==> src/rtl/icestick_defs.sv <==
// Board-wide constants for the Icestick button conditioning path.
// Clock rate, ms-to-cycle conversion and the debounce FSM state encoding.
package icestick_defs;

  localparam int unsigned CLK_HZ = 12000000;

  function automatic int unsigned ms_to_cycles(input int unsigned ms);
    return (CLK_HZ / 1000) * ms;
  endfunction

  localparam int unsigned DB_10MS     = ms_to_cycles(10);
  localparam int unsigned HOLD_500MS  = ms_to_cycles(500);
  localparam int unsigned REPEAT_100MS = ms_to_cycles(100);

  localparam logic [1:0] ST_RELEASED   = 2'd0;
  localparam logic [1:0] ST_PRESS_DB   = 2'd1;
  localparam logic [1:0] ST_HELD       = 2'd2;
  localparam logic [1:0] ST_RELEASE_DB = 2'd3;

  typedef enum logic [1:0] {
    RELEASED   = ST_RELEASED,
    PRESS_DB   = ST_PRESS_DB,
    HELD       = ST_HELD,
    RELEASE_DB = ST_RELEASE_DB
  } db_state_e;

endpackage

==> src/rtl/btn_sync.sv <==
// Two-flop synchroniser for asynchronous PMOD inputs.
// The reset value is an input so idle-high and idle-low pins share one block.
module btn_sync #(
  parameter int W = 1
) (
  input  logic         clk,
  input  logic         rst,
  input  logic [W-1:0] rst_val,
  input  logic [W-1:0] d,
  output logic [W-1:0] q
);

  logic [W-1:0] meta_q;

  always_ff @(posedge clk) begin
    if (rst) begin
      meta_q <= rst_val;
      q      <= rst_val;
    end else begin
      meta_q <= d;
      q      <= meta_q;
    end
  end

endmodule

==> src/rtl/button_debounce.sv <==
// Debounces the active-low button pin into a clean level plus
// press / release / auto-repeat strobes; step_pulse drives the counters.
module button_debounce
  import icestick_defs::*;
#(
  parameter int CNT_W           = 24,
  parameter int DEBOUNCE_CYCLES = int'(DB_10MS),
  parameter int HOLD_CYCLES     = int'(HOLD_500MS),
  parameter int REPEAT_CYCLES   = int'(REPEAT_100MS),
  parameter int REPEAT_EN       = 1
) (
  input  logic clk,
  input  logic rst,
  input  logic btn_n,
  output logic btn_level,
  output logic press_pulse,
  output logic release_pulse,
  output logic repeat_pulse,
  output logic step_pulse
);

  localparam logic [CNT_W-1:0] DB_LAST   = CNT_W'(DEBOUNCE_CYCLES - 1);
  localparam logic [CNT_W-1:0] HOLD_LAST = CNT_W'(HOLD_CYCLES - 1);
  localparam logic [CNT_W-1:0] REP_LAST  = CNT_W'(REPEAT_CYCLES - 1);

  logic btn_sync_q;
  logic btn_s;

  btn_sync #(.W(1)) u_sync (
    .clk     (clk),
    .rst     (rst),
    .rst_val (1'b1),
    .d       (btn_n),
    .q       (btn_sync_q)
  );

  assign btn_s = ~btn_sync_q;

  db_state_e        state_q, state_d;
  logic [CNT_W-1:0] db_q, db_d;
  logic [CNT_W-1:0] rep_q, rep_d;
  logic             first_q, first_d;
  logic             level_d, press_d, rel_d, rpt_d;
  logic [CNT_W-1:0] lim;

  // first_q selects the long initial hold before switching to repeat rate
  assign lim = first_q ? HOLD_LAST : REP_LAST;

  always_ff @(posedge clk) begin
    if (rst) begin
      state_q       <= RELEASED;
      db_q          <= '0;
      rep_q         <= '0;
      first_q       <= 1'b1;
      btn_level     <= 1'b0;
      press_pulse   <= 1'b0;
      release_pulse <= 1'b0;
      repeat_pulse  <= 1'b0;
      step_pulse    <= 1'b0;
    end else begin
      state_q       <= state_d;
      db_q          <= db_d;
      rep_q         <= rep_d;
      first_q       <= first_d;
      btn_level     <= level_d;
      press_pulse   <= press_d;
      release_pulse <= rel_d;
      repeat_pulse  <= rpt_d;
      step_pulse    <= press_d | rpt_d;
    end
  end

  always_comb begin
    state_d = state_q;
    db_d    = db_q;
    rep_d   = rep_q;
    first_d = first_q;
    level_d = btn_level;
    press_d = 1'b0;
    rel_d   = 1'b0;
    rpt_d   = 1'b0;
    unique case (state_q)
      RELEASED: begin
        if (btn_s) begin
          state_d = PRESS_DB;
          db_d    = '0;
        end
      end
      PRESS_DB: begin
        if (!btn_s) begin
          state_d = RELEASED;
          db_d    = '0;
        end else if (db_q == DB_LAST) begin
          state_d = HELD;
          press_d = 1'b1;
          level_d = 1'b1;
          rep_d   = '0;
          first_d = 1'b1;
        end else begin
          db_d = db_q + 1'b1;
        end
      end
      HELD: begin
        if (!btn_s) begin
          state_d = RELEASE_DB;
          db_d    = '0;
        end else if (REPEAT_EN != 0) begin
          if (rep_q == lim) begin
            rpt_d   = 1'b1;
            rep_d   = '0;
            first_d = 1'b0;
          end else begin
            rep_d = rep_q + 1'b1;
          end
        end
      end
      RELEASE_DB: begin
        if (btn_s) begin
          state_d = HELD;
        end else if (db_q == DB_LAST) begin
          state_d = RELEASED;
          rel_d   = 1'b1;
          level_d = 1'b0;
          db_d    = '0;
        end else begin
          db_d = db_q + 1'b1;
        end
      end
      default: state_d = RELEASED;
    endcase
  end

endmodule

==> config.mk <==
export PLATFORM = sky130hd
export DESIGN_NAME = button_debounce
export DESIGN_NICKNAME = d
export VERILOG_FILES = /design/src/rtl/icestick_defs.sv /design/src/rtl/btn_sync.sv /design/src/rtl/button_debounce.sv
export SDC_FILE = /design/constraint.sdc
export NUM_CORES = 1
export LEC_CHECK = 0
export BUFFER_PORTS_ARGS = -buffer_cell sky130_fd_sc_hd__buf_4
export CORE_ASPECT_RATIO = 2
export CORE_UTILIZATION = 50
export DETAILED_ROUTE_END_ITERATION = 8
export GPL_TIMING_DRIVEN = 0
export MAX_ROUTING_LAYER = met4
export PLACE_DENSITY = 0.77
export REMOVE_ABC_BUFFERS = 1
export SLEW_MARGIN = 25
export SYNTH_ARGS = -nofsm -noshare
export SYNTH_HDL_FRONTEND = slang
export SYNTH_SLANG_ARGS = --single-unit
==> constraint.sdc <==
create_clock -name clk -period 5.3 [get_ports clk]
set_clock_uncertainty 0.15 [all_clocks]
set_input_delay 1.06 -clock clk [delete_from_list [all_inputs] [get_ports clk]]
set_output_delay 1.06 -clock clk [all_outputs]
set_load 0.03 [all_outputs]
Word level (Yosys, flattened, before mapping) --
Index checks and enable logic that the tools add are counted. Widths: inputs -> output; s select.
Cells by class: muxes and demuxes 34, equal/unequal tests 16, $add $sub $neg 2, bitwise operators 3, reduce and logical (&&, ||, !) cells 9
Operators with widths (number):
- $mux 24 | 10
- $pmux 24 s4 | 1
- $add 24x1->24 const B | 2
- $pmux 24 s2 | 1
- $eq 24x17->1 const B | 1
- $eq 24x23->1 | 1
- $mux 23 | 1
- $mux 1 | 12
- $mux 2 | 6
- $ne 2x2->1 const B | 6
- $reduce_and 4->1 | 3
- $reduce_and 5->1 | 2
- $pmux 2 s4 | 1
- $ne 3x2->1 const B | 2
- $eq 2x2->1 const B | 2
- $ne 2x1->1 const B | 2
- $pmux 1 s2 | 2
- $reduce_bool 2->1 | 2
- $ne 3x3->1 const B | 1
- $reduce_or 3->1 | 1
- $eq 2x1->1 const B | 1
- $logic_not 2->1 | 1
- $not 1->1 | 2
- $or 1x1->1 | 1
Word-level totals: bits of input ports 3, word-level logic and storage cells 75, flip-flop bits (word level) 58, output and inout bits 5

Logic depth before layout (Yosys ltp) --
Gate-level depths: netlist of the first run.
depth after elaboration 6, depth in mapped cells 9, gate-level depth less buffers 7

Cells and area by module --
A second synthesis of the first run with hierarchy kept.
Unflattened totals: cell total of the unflattened synthesis 367, area, all modules 3007.9 um^2
Modules (own cells, without submodules):
- button_debounce | cells an instance 363, area an instance 2945.3 um^2, seq. area each 1121.1 um^2, instances 1
- btn_sync | cells an instance 4, area an instance 62.6 um^2, seq. area each 40.0 um^2, instances 1

Worst setup path after synthesis of the first run --
No wires, ideal clock.
path kind register to register, start reg db_q[0], end reg rep_q[17], setup slack 2.925 ns, arrival 2.111 ns, library setup time 0.115 ns, buffers on the path 1, cell stages (with the launch flop) 9, period minus slack after synthesis 2.375 ns, path through dfxtp_1 ha_1 nand2_1 or2_2 buf_2 o32a_4 or4_4 xor2_1 nor2_2
On the way: cells in the longest elaborated chain, start to end 3
Ends and longest elaborated chain:
- from (decl) | line button_debounce.sv:40 | logic [CNT_W-1:0] db_q, db_d;
- from (signal assigned) | line button_debounce.sv:52 | db_q <= '0;
- from (signal assigned) | line button_debounce.sv:62 | db_q <= db_d;
- $eq 24x17->1 | line button_debounce.sv:93 | end else if (db_q == DB_LAST) begin
- $ne 2x2->1 (no source line)
- $reduce_and 4->1 (no source line)
- to (signal assigned) | line button_debounce.sv:63 | rep_q <= rep_d;
- to (decl) | line button_debounce.sv:41 | logic [CNT_W-1:0] rep_q, rep_d;
Every way passes these cells. A chain may end at the register's enable or synchronous reset.

Worst setup path in the final report of the first run --
start reg db_q[17], end reg rep_q[9]
The elaborated chain is that of the path after synthesis.

==> metrics.json, run 1 <==
{
  "yosys_most_used_dff": {"value": "sky130_fd_sc_hd__dfxtp_1"},
  "site_row_count": {"value": 39},
  "finalCoreUtilization": {"value": 57.1, "unit": "%"},
  "proportion_of_synthesized_flip_flops_having_asynchronous_set_or_reset": {"value": 0, "unit": "%"},
  "timing_max_transition_violations_final": {"value": 0},
  "min_period_over_period": {"value": 58.6, "unit": "%"},
  "ioPinCount": {"value": 8},
  "initial_standard_cell_utilization_of_the_core": {"value": 51.4, "unit": "%"},
  "power_leakage": {"value": 0.939, "unit": "nW"},
  "post_cts_resized": {"value": 0},
  "setup_bufs_post_cts": {"value": 0},
  "pwr_density_cell": {"value": 297, "unit": "mW/mm²"},
  "cts_hold_buffers": {"value": 0},
  "maxClockFrequency": {"value": 322, "unit": "MHz"},
  "total_inserted_antenna_cells": {"value": 0},
  "clk_transition_reported_paths": {"value": 0.05, "unit": "ns"},
  "cp_data_required_time": {"value": 5.32, "unit": "ns"},
  "vias": {"value": 2555},
  "outcome": {"value": "complete, no violations"},
  "crit_path_max_fanout": {"value": 24},
  "clock_tree_from_tritoncts": {"value": "built"},
  "drt-wirelength-per-cell": {"value": 16.0, "unit": "µm"},
  "fin_setup_tns": {"value": 0, "unit": "ns"},
  "finalNonFillerCells": {"value": 416},
  "setup_viol_count_final": {"value": 0},
  "vdd_ir_drop_max": {"value": 0.291, "unit": "mV"},
  "groute.usage.overall": {"value": 23.9, "unit": "%"},
  "dp_hpwl": {"value": 4.58, "unit": "mm"},
  "chipWidth": {"value": 55.9, "unit": "µm"},
  "yosys.cell_count.top_type": {"value": "sky130_fd_sc_hd__dfxtp_1"},
  "post-route-min-period": {"value": 3.11, "unit": "ns"},
  "clock-root-buffer": {"value": "sky130_fd_sc_hd__clkbuf_16"},
  "post-route-drc-count": {"value": 0},
  "yosysSeqAreaShare": {"value": 39.9, "unit": "%"},
  "cts-buffers-inserted": {"value": 9},
  "port-buffer-count": {"value": 7},
  "area_growth_syn_to_layout": {"value": 11.1, "unit": "%"},
  "hold_class": {"value": "reg -> reg"},
  "drv_cap": {"value": 0},
  "synth_seq_cells": {"value": 58},
  "drive_above_1_share": {"value": 10.7, "unit": "%"},
  "worst_pin_slew": {"value": 1.02, "unit": "ns"},
  "critical_path_class": {"value": "reg -> reg"},
  "cts_buffer_depth": {"value": 2},
  "synth_top_area_cell": {"value": "sky130_fd_sc_hd__dfxtp_1"},
  "rsz0062_at_grt": {"value": "no"},
  "netlist_area": {"value": 0.00291, "unit": "mm²"},
  "clock_latency_of_the_later_clocked_register_in_the_worst_skew_pair": {"value": 0.33, "unit": "ns"},
  "num-nets-final": {"value": 357},
  "overflow": {"value": 0},
  "cts_num_sinks": {"value": 58},
  "ys_top_cells_by_area": {"value": "sky130_fd_sc_hd__dfxtp_1 40%, sky130_fd_sc_hd__xnor2_1 7.5%, sky130_fd_sc_hd__nor2_1 6.8%"},
  "post_drt_via_cell_ratio": {"value": 6.14},
  "fp.dieH": {"value": 110, "unit": "µm"},
  "core_area": {"value": 0.00566, "unit": "mm²"},
  "worst-endpoint-arrival": {"value": 3.12, "unit": "ns"},
  "synth_cell_count_leaders": {"value": "58 x sky130_fd_sc_hd__dfxtp_1, 53 x sky130_fd_sc_hd__nor2_1, 31 x sky130_fd_sc_hd__nand2_1"},
  "grt_start_max_net_pins": {"value": 25},
  "gp_congestion": {"value": 0.854},
  "synth_enable_flop_cells": {"value": 0},
  "finalWirelength": {"value": 6.65, "unit": "mm"},
  "wire_length_of_the_first_global_routing_pass": {"value": 10.9, "unit": "mm"},
  "final_hold_viol_count": {"value": 0},
  "synth_cell_type_count": {"value": 52},
  "postSynthAreaPerCell": {"value": 8.39, "unit": "µm²"},
  "place_area": {"value": 0.00298, "unit": "mm²"},
  "postRouteAntennaNets": {"value": 0},
  "timing.max_slew.rel_slack": {"value": 32.2, "unit": "%"},
  "cp-start-kind": {"value": "register"},
  "layout.cell_area.non_filler": {"value": 0.00323, "unit": "mm²"},
  "dp.cells": {"value": 402},
  "cell_count_after_synthesis": {"value": 347},
  "synth.top_cell.area_share": {"value": 39.9, "unit": "%"},
  "timing.critical_path.to_type": {"value": "register"},
  "die-area": {"value": 0.00615, "unit": "mm²"},
  "h-tree-depth": {"value": 3},
  "dr.pass1.iters": {"value": 4},
  "antenna_found_initial": {"value": 0},
  "yosysWarnings": {"value": 0},
  "drt-initial-drc-count": {"value": 139},
  "vias_in_the_first_global_route": {"value": 2515}
}
==> critical path, cell delays in order, from the launching register on <==
cell	delay, ns
sky130_fd_sc_hd__dfxtp_1	0.36
sky130_fd_sc_hd__nor4_2	0.58
sky130_fd_sc_hd__nand3_1	0.22
sky130_fd_sc_hd__nor3_2	0.51
sky130_fd_sc_hd__a21boi_1	0.19
sky130_fd_sc_hd__o21ai_2	0.82
sky130_fd_sc_hd__nor2_1	0.11
==> state kept, by name, summed over array words and instances, names as in the netlist, named ones only <==
register / flops
repeat_pulse: 1
first_q: 1
db_q: 24
btn_level: 1
release_pulse: 1
u_sync.q: 1
u_sync.meta_q: 1
step_pulse: 1
state_q: 1
press_pulse: 1
rep_q: 24
==> cells by family after synthesis <==
kind of cell	share of synthesized area (%)
AOI/OAI and AO/OA	9.59
xor gates and xnor gates	10.8
adders and majority gates	0.860
buffers and inverters	3.70
DFF	39.9
and+or+nand+nor	35.1
==> cells in the final DEF (no fill, tap or decap), types with 4 or more instances in the layout <==
master,instances
sky130_fd_sc_hd__buf_4,7
sky130_fd_sc_hd__nor2_1,53
sky130_fd_sc_hd__clkbuf_16,9
sky130_fd_sc_hd__and3_1,5
sky130_fd_sc_hd__nand2b_1,4
sky130_fd_sc_hd__nand2_1,31
sky130_fd_sc_hd__inv_1,8
sky130_fd_sc_hd__a311oi_1,5
sky130_fd_sc_hd__nand3_1,17
sky130_fd_sc_hd__nor4_1,11
sky130_fd_sc_hd__clkbuf_1,4
sky130_fd_sc_hd__dfxtp_1,58
sky130_fd_sc_hd__nand4_1,18
sky130_fd_sc_hd__a21oi_1,7
sky130_fd_sc_hd__xor2_1,11
sky130_fd_sc_hd__or2_2,5
sky130_fd_sc_hd__xnor2_1,25
sky130_fd_sc_hd__nor3_1,19
sky130_fd_sc_hd__o21ai_0,5
==> final timing paths <==
kind,start,end,slack (ns),depth (start not counted)
max reg2reg,db_q[17],rep_q[9],2.19,6
min reg2reg,u_sync.meta_q,u_sync.q,0.27,1
max,db_q[17],rep_q[9],2.19,6
min,u_sync.meta_q,u_sync.q,0.27,1
==> stage by stage <==
stage | setup WS [ns] | hold WS, ns | power [mW]
6_report | 2.19 | 0.273 | 0.961
5_1_grt | 1.95 | 0.290 | 0.987
4_1_cts | 2.20 | 0.279 | 0.968
3_5_place_dp | 2.22 | 0.255 | 0.465
3_3_place_gp | 1.81 | 0.251 | 0.464
2_1_floorplan | 2.53 | 0.239 | 0.457
==> layout make-up <==
type | instances | area, µm²
clock buffers | 14 | 254
fillers | 525 | 2430
inverters | 8 | 30.0
multi-input cells | 267 | 1660
flip-flops and latches | 58 | 1160
well taps | 61 | 76.3
repair buffers | 8 | 57.6
==> power by group <==
group          internal (mW)  switching (mW)
combinational        0.00391          0.0123
sequential             0.438         0.00229
clock                  0.323           0.182
==> per-layer routing <==
| metal | vias up | GRT usage (%) | share of wire (%) |
|---|---|---|---|
| li1 | 1254 | - | - |
| met1 | 1222 | 21.2 | 38 |
| met2 | 50 | 42.6 | 56 |
| met3 | 29 | 6.24 | 2.7 |
| met4 | 0 | 18.3 | 4.2 |
| met5 | - | - | 0 |
Power figures use the tool's default switching activity.
==> inputs of run 2 (changes only) <==
- ABC_AREA: not set -> 1
- clock period: 5.3 -> 3 ns (I/O delays scaled with it)
==> metrics.json, run 2 <==
{
  "total_inserted_antenna_cells": {"value": 0, "change": "unchanged"},
  "initial_standard_cell_utilization_of_the_core": {"value": 52.0, "unit": "%", "change": "+0.61 points"},
  "vias_in_the_first_global_route": {"value": 3273, "change": "+30%"},
  "min_period_over_period": {"value": 84.8, "unit": "%", "change": "+26 points"},
  "h-tree-depth": {"value": 3, "change": "unchanged"},
  "netlist_area": {"value": 0.00364, "unit": "mm²", "change": "+25%"},
  "crit_path_max_fanout": {"value": 28, "change": "+17%"},
  "cp-start-kind": {"value": "register"},
  "drt-initial-drc-count": {"value": 260, "change": "+87%"},
  "postLayoutSetupSlackWorst": {"value": 0.455, "unit": "ns", "change": "-1.74 ns"},
  "ioPinCount": {"value": 8, "change": "unchanged"},
  "cp_data_required_time": {"value": 3.08, "unit": "ns", "change": "-2.24 ns"},
  "site_row_count": {"value": 43, "change": "+10%"},
  "post-route-min-period": {"value": 2.55, "unit": "ns", "change": "-0.561 ns"},
  "post_cts_resized": {"value": 0, "change": "unchanged"},
  "worst_pin_slew": {"value": 0.801, "unit": "ns", "change": "-0.217 ns"},
  "synth_enable_flop_cells": {"value": 0, "change": "unchanged"},
  "grt_start_max_net_pins": {"value": 29, "change": "+16%"},
  "timing.max_slew.rel_slack": {"value": 46.5, "unit": "%", "change": "+14 points"},
  "critical_path_class": {"value": "reg -> reg"},
  "fin_setup_tns": {"value": 0, "unit": "ns", "change": "unchanged"},
  "p_comb_share": {"value": 5.3, "unit": "%", "change": "+3.6 points"},
  "yosys.cell_count.top_type": {"value": "sky130_fd_sc_hd__nand2_1"},
  "hold_class": {"value": "reg -> reg"},
  "fp.dieH": {"value": 123, "unit": "µm", "change": "+12%"},
  "intPower": {"value": 1.53, "unit": "mW", "change": "+100%"},
  "drv_cap": {"value": 0, "change": "unchanged"},
  "die-area": {"value": 0.00764, "unit": "mm²", "change": "+24%"},
  "biggestRegsByFlops": {"value": "db_q (24), rep_q (24)"},
  "worst-endpoint-arrival": {"value": 2.63, "unit": "ns", "change": "-0.49 ns"},
  "fill_cells": {"value": 709, "change": "+35%"},
  "synth_top_area_cell": {"value": "sky130_fd_sc_hd__dfxtp_1"},
  "vdd_ir_drop_max": {"value": 0.407, "unit": "mV", "change": "+40%"},
  "ys_top_cells_by_area": {"value": "sky130_fd_sc_hd__dfxtp_1 32%, sky130_fd_sc_hd__nand2_1 17%, sky130_fd_sc_hd__nor2_1 7.7%"},
  "maxClockFrequency": {"value": 393, "unit": "MHz", "change": "+22%"},
  "commonest_non_fill_non_tap_cell_in_the_layout": {"value": "sky130_fd_sc_hd__nand2_1"},
  "postSynthAreaPerCell": {"value": 6.28, "unit": "µm²", "change": "-25%"},
  "postRouteAntennaNets": {"value": 0, "change": "unchanged"},
  "dr.pass1.iters": {"value": 5, "change": "+1"},
  "cts_num_sinks": {"value": 58, "change": "unchanged"},
  "setup_bufs_post_cts": {"value": 0, "change": "unchanged"},
  "cts_buffer_depth": {"value": 2, "change": "unchanged"},
  "drive_above_1_share": {"value": 10.8, "unit": "%", "change": "+0.047 points"},
  "pre_cts_slack": {"value": 0.425, "unit": "ns", "change": "-1.79 ns"},
  "layout_common_cells": {"value": "162 x sky130_fd_sc_hd__nand2_1, 75 x sky130_fd_sc_hd__nor2_1, 64 x sky130_fd_sc_hd__inv_1, 58 x sky130_fd_sc_hd__dfxtp_1, 55 x sky130_fd_sc_hd__nand3_1"},
  "vias": {"value": 3590, "change": "+41%"},
  "total_power": {"value": 1.98, "unit": "mW", "change": "+110%"},
  "fin_worst_hold_slack": {"value": 0.260, "unit": "ns", "change": "-0.0131 ns"},
  "dp_hpwl": {"value": 7.04, "unit": "mm", "change": "+54%"},
  "multiInputGateArea": {"value": 0.00209, "unit": "mm²", "change": "+26%"},
  "timing.critical_path.to_type": {"value": "register"},
  "timing_max_transition_violations_final": {"value": 0, "change": "unchanged"},
  "worstHoldPathCells": {"value": 1, "change": "unchanged"},
  "finalWirelength": {"value": 9.48, "unit": "mm", "change": "+43%"},
  "gp_congestion": {"value": 0.990, "change": "+16%"},
  "power.share.switching": {"value": 22.8, "unit": "%", "change": "+2.4 points"},
  "post-route-drc-count": {"value": 0, "change": "unchanged"},
  "power_leakage": {"value": 1.52, "unit": "nW", "change": "+62%"},
  "clock-root-buffer": {"value": "sky130_fd_sc_hd__clkbuf_16"},
  "share_seq_of_total_power": {"value": 39.5, "unit": "%", "change": "-6.3 points"},
  "clock_tree_from_tritoncts": {"value": "built"},
  "clock_latency_of_the_later_clocked_register_in_the_worst_skew_pair": {"value": 0.33, "unit": "ns", "change": "about the same"},
  "outcome": {"value": "complete, no violations"},
  "port-buffer-count": {"value": 7, "change": "unchanged"},
  "overflow": {"value": 0, "change": "unchanged"},
  "antenna_found_initial": {"value": 0, "change": "unchanged"},
  "yosys_most_used_dff": {"value": "sky130_fd_sc_hd__dfxtp_1"},
  "pwr_density_cell": {"value": 494, "unit": "mW/mm²", "change": "+66%"},
  "cts-buffers-inserted": {"value": 9, "change": "unchanged"},
  "setup_viol_count_final": {"value": 0, "change": "unchanged"},
  "rsz0062_at_grt": {"value": "no"},
  "groute.usage.overall": {"value": 27.4, "unit": "%", "change": "+3.6 points"},
  "place_area": {"value": 0.00368, "unit": "mm²", "change": "+24%"},
  "synth_seq_cells": {"value": 58, "change": "unchanged"},
  "wire_length_of_the_first_global_routing_pass": {"value": 15.4, "unit": "mm", "change": "+41%"},
  "power_switching": {"value": 451, "unit": "µW", "change": "+130%"},
  "yosysSeqAreaShare": {"value": 31.9, "unit": "%", "change": "-8.0 points"},
  "synth_cell_count_leaders": {"value": "162 x sky130_fd_sc_hd__nand2_1, 75 x sky130_fd_sc_hd__nor2_1, 64 x sky130_fd_sc_hd__inv_1"},
  "yosysWarnings": {"value": 0, "change": "unchanged"},
  "cts_hold_buffers": {"value": 0, "change": "unchanged"},
  "core_area": {"value": 0.00699, "unit": "mm²", "change": "+24%"},
  "num-nets-final": {"value": 586, "change": "+64%"},
  "post_drt_via_cell_ratio": {"value": 5.31, "change": "-14%"},
  "r2r_cells": {"value": 12, "change": "+6"},
  "synth_cell_type_count": {"value": 36, "change": "-31%"},
  "proportion_of_synthesized_flip_flops_having_asynchronous_set_or_reset": {"value": 0, "unit": "%", "change": "unchanged"},
  "final_hold_viol_count": {"value": 0, "change": "unchanged"},
  "register_area": {"value": 0.00116, "unit": "mm²", "change": "unchanged"},
  "drt-wirelength-per-cell": {"value": 14.0, "unit": "µm", "change": "-12%"},
  "area_growth_syn_to_layout": {"value": 10.1, "unit": "%"},
  "clk_transition_reported_paths": {"value": 0.05, "unit": "ns", "change": "about the same"},
  "synth.top_cell.area_share": {"value": 31.9, "unit": "%", "change": "-8.0 points"},
  "chipWidth": {"value": 62.3, "unit": "µm", "change": "+11%"},
  "layout.cell_area.non_filler": {"value": 0.00401, "unit": "mm²", "change": "+24%"},
  "cell_count_after_synthesis": {"value": 579, "change": "+67%"},
  "share_clk_of_total_power": {"value": 55.2, "unit": "%", "change": "+2.7 points"}
}
-- run 2: cell count changes after synthesis, sizes merged, moves of 6 or more --
cell | before | now
o21ai | 8 | 18
nand3 | 18 | 57
nand2 | 31 | 170
nor4 | 13 | 3
xnor2 | 25 | 2
a21oi | 7 | 25
o21bai | 0 | 6
inv | 8 | 71
nand4 | 18 | 24
nor2 | 55 | 92
-- run 2: final cells by class --
| cell class | instances | share of cell area (%) |
|---|---|---|
| tap | 90 | 2.81 |
| clock buffer | 13 | 6.99 |
| inverter | 72 | 6.74 |
| sequential | 58 | 29.0 |
| timing repair buffer | 7 | 1.31 |
| clock inverter | 3 | 1.12 |
| multi-input combinational | 433 | 52.0 |
-- run 2: through the flow --
stage | cells | utilization [%]
final | 676 | 57.3
after global routing | 676 | 57.3
after CTS | 676 | 57.3
after detailed placement | 660 | 52.6
after global placement | 660 | 52.6
after floorplan | 563 | -
-- run 2: power by group through the flow --
stage          logic (mW)  clock network [mW]  registers (mW)
3_3_place_gp        0.103                   0           0.798
5_1_grt             0.114                1.15           0.782
3_5_place_dp        0.106                   0           0.799
4_1_cts             0.106                1.11           0.782
2_1_floorplan      0.0695                   0           0.797
6_report            0.104                1.09           0.783
-- run 2: critical path, cell delays in order (launching register included) --
cell and delay (ns):
sky130_fd_sc_hd__dfxtp_1 0.38, sky130_fd_sc_hd__ha_1 0.18, sky130_fd_sc_hd__nand2_1 0.06, sky130_fd_sc_hd__inv_2 0.08, sky130_fd_sc_hd__nand2_2 0.07, sky130_fd_sc_hd__nor2_4 0.15
sky130_fd_sc_hd__nand3_4 0.13, sky130_fd_sc_hd__a21oi_4 0.67, sky130_fd_sc_hd__nand2_4 0.12, sky130_fd_sc_hd__nand2_4 0.26, sky130_fd_sc_hd__inv_1 0.08, sky130_fd_sc_hd__nand2_1 0.06
sky130_fd_sc_hd__inv_1 0.03
-- run 2: final timing paths --
| path | from | endpoint | slack (ns) |
|---|---|---|---|
| worst max-delay path | db_q[0] | rep_q[5] | 0.45 |
| worst max register to register | db_q[0] | rep_q[5] | 0.45 |
| worst min register to register | u_sync.meta_q | u_sync.q | 0.26 |
| worst min-delay path | u_sync.meta_q | u_sync.q | 0.26 |
-- run 2: kinds of logic (layout without fill, tap and decap cells) --
| kind of cell | Yosys count | after routing | synth area share [%] |
|---|---|---|---|
| compound gates | 51 | 51 | 7.94 |
| xor+xnor | 13 | 13 | 3.13 |
| fa+ha+maj | 2 | 2 | 0.688 |
| flops | 58 | 58 | 31.9 |
| simple gates | 367 | 367 | 45.6 |
| buf+inv | 88 | 95 | 10.8 |
-- run 2: routing by layer --
metal  part of all wire [%]  vias to the layer above  wire (µm)  global-route usage, %
li1                       -                     1857          -                      -
met4                    5.2                        0        495                   17.4
met1                     36                     1622       3370                   24.2
met3                    2.8                       32        267                   6.13
met5                      0                        -          0                      -
met2                     56                       79       5350                   51.7
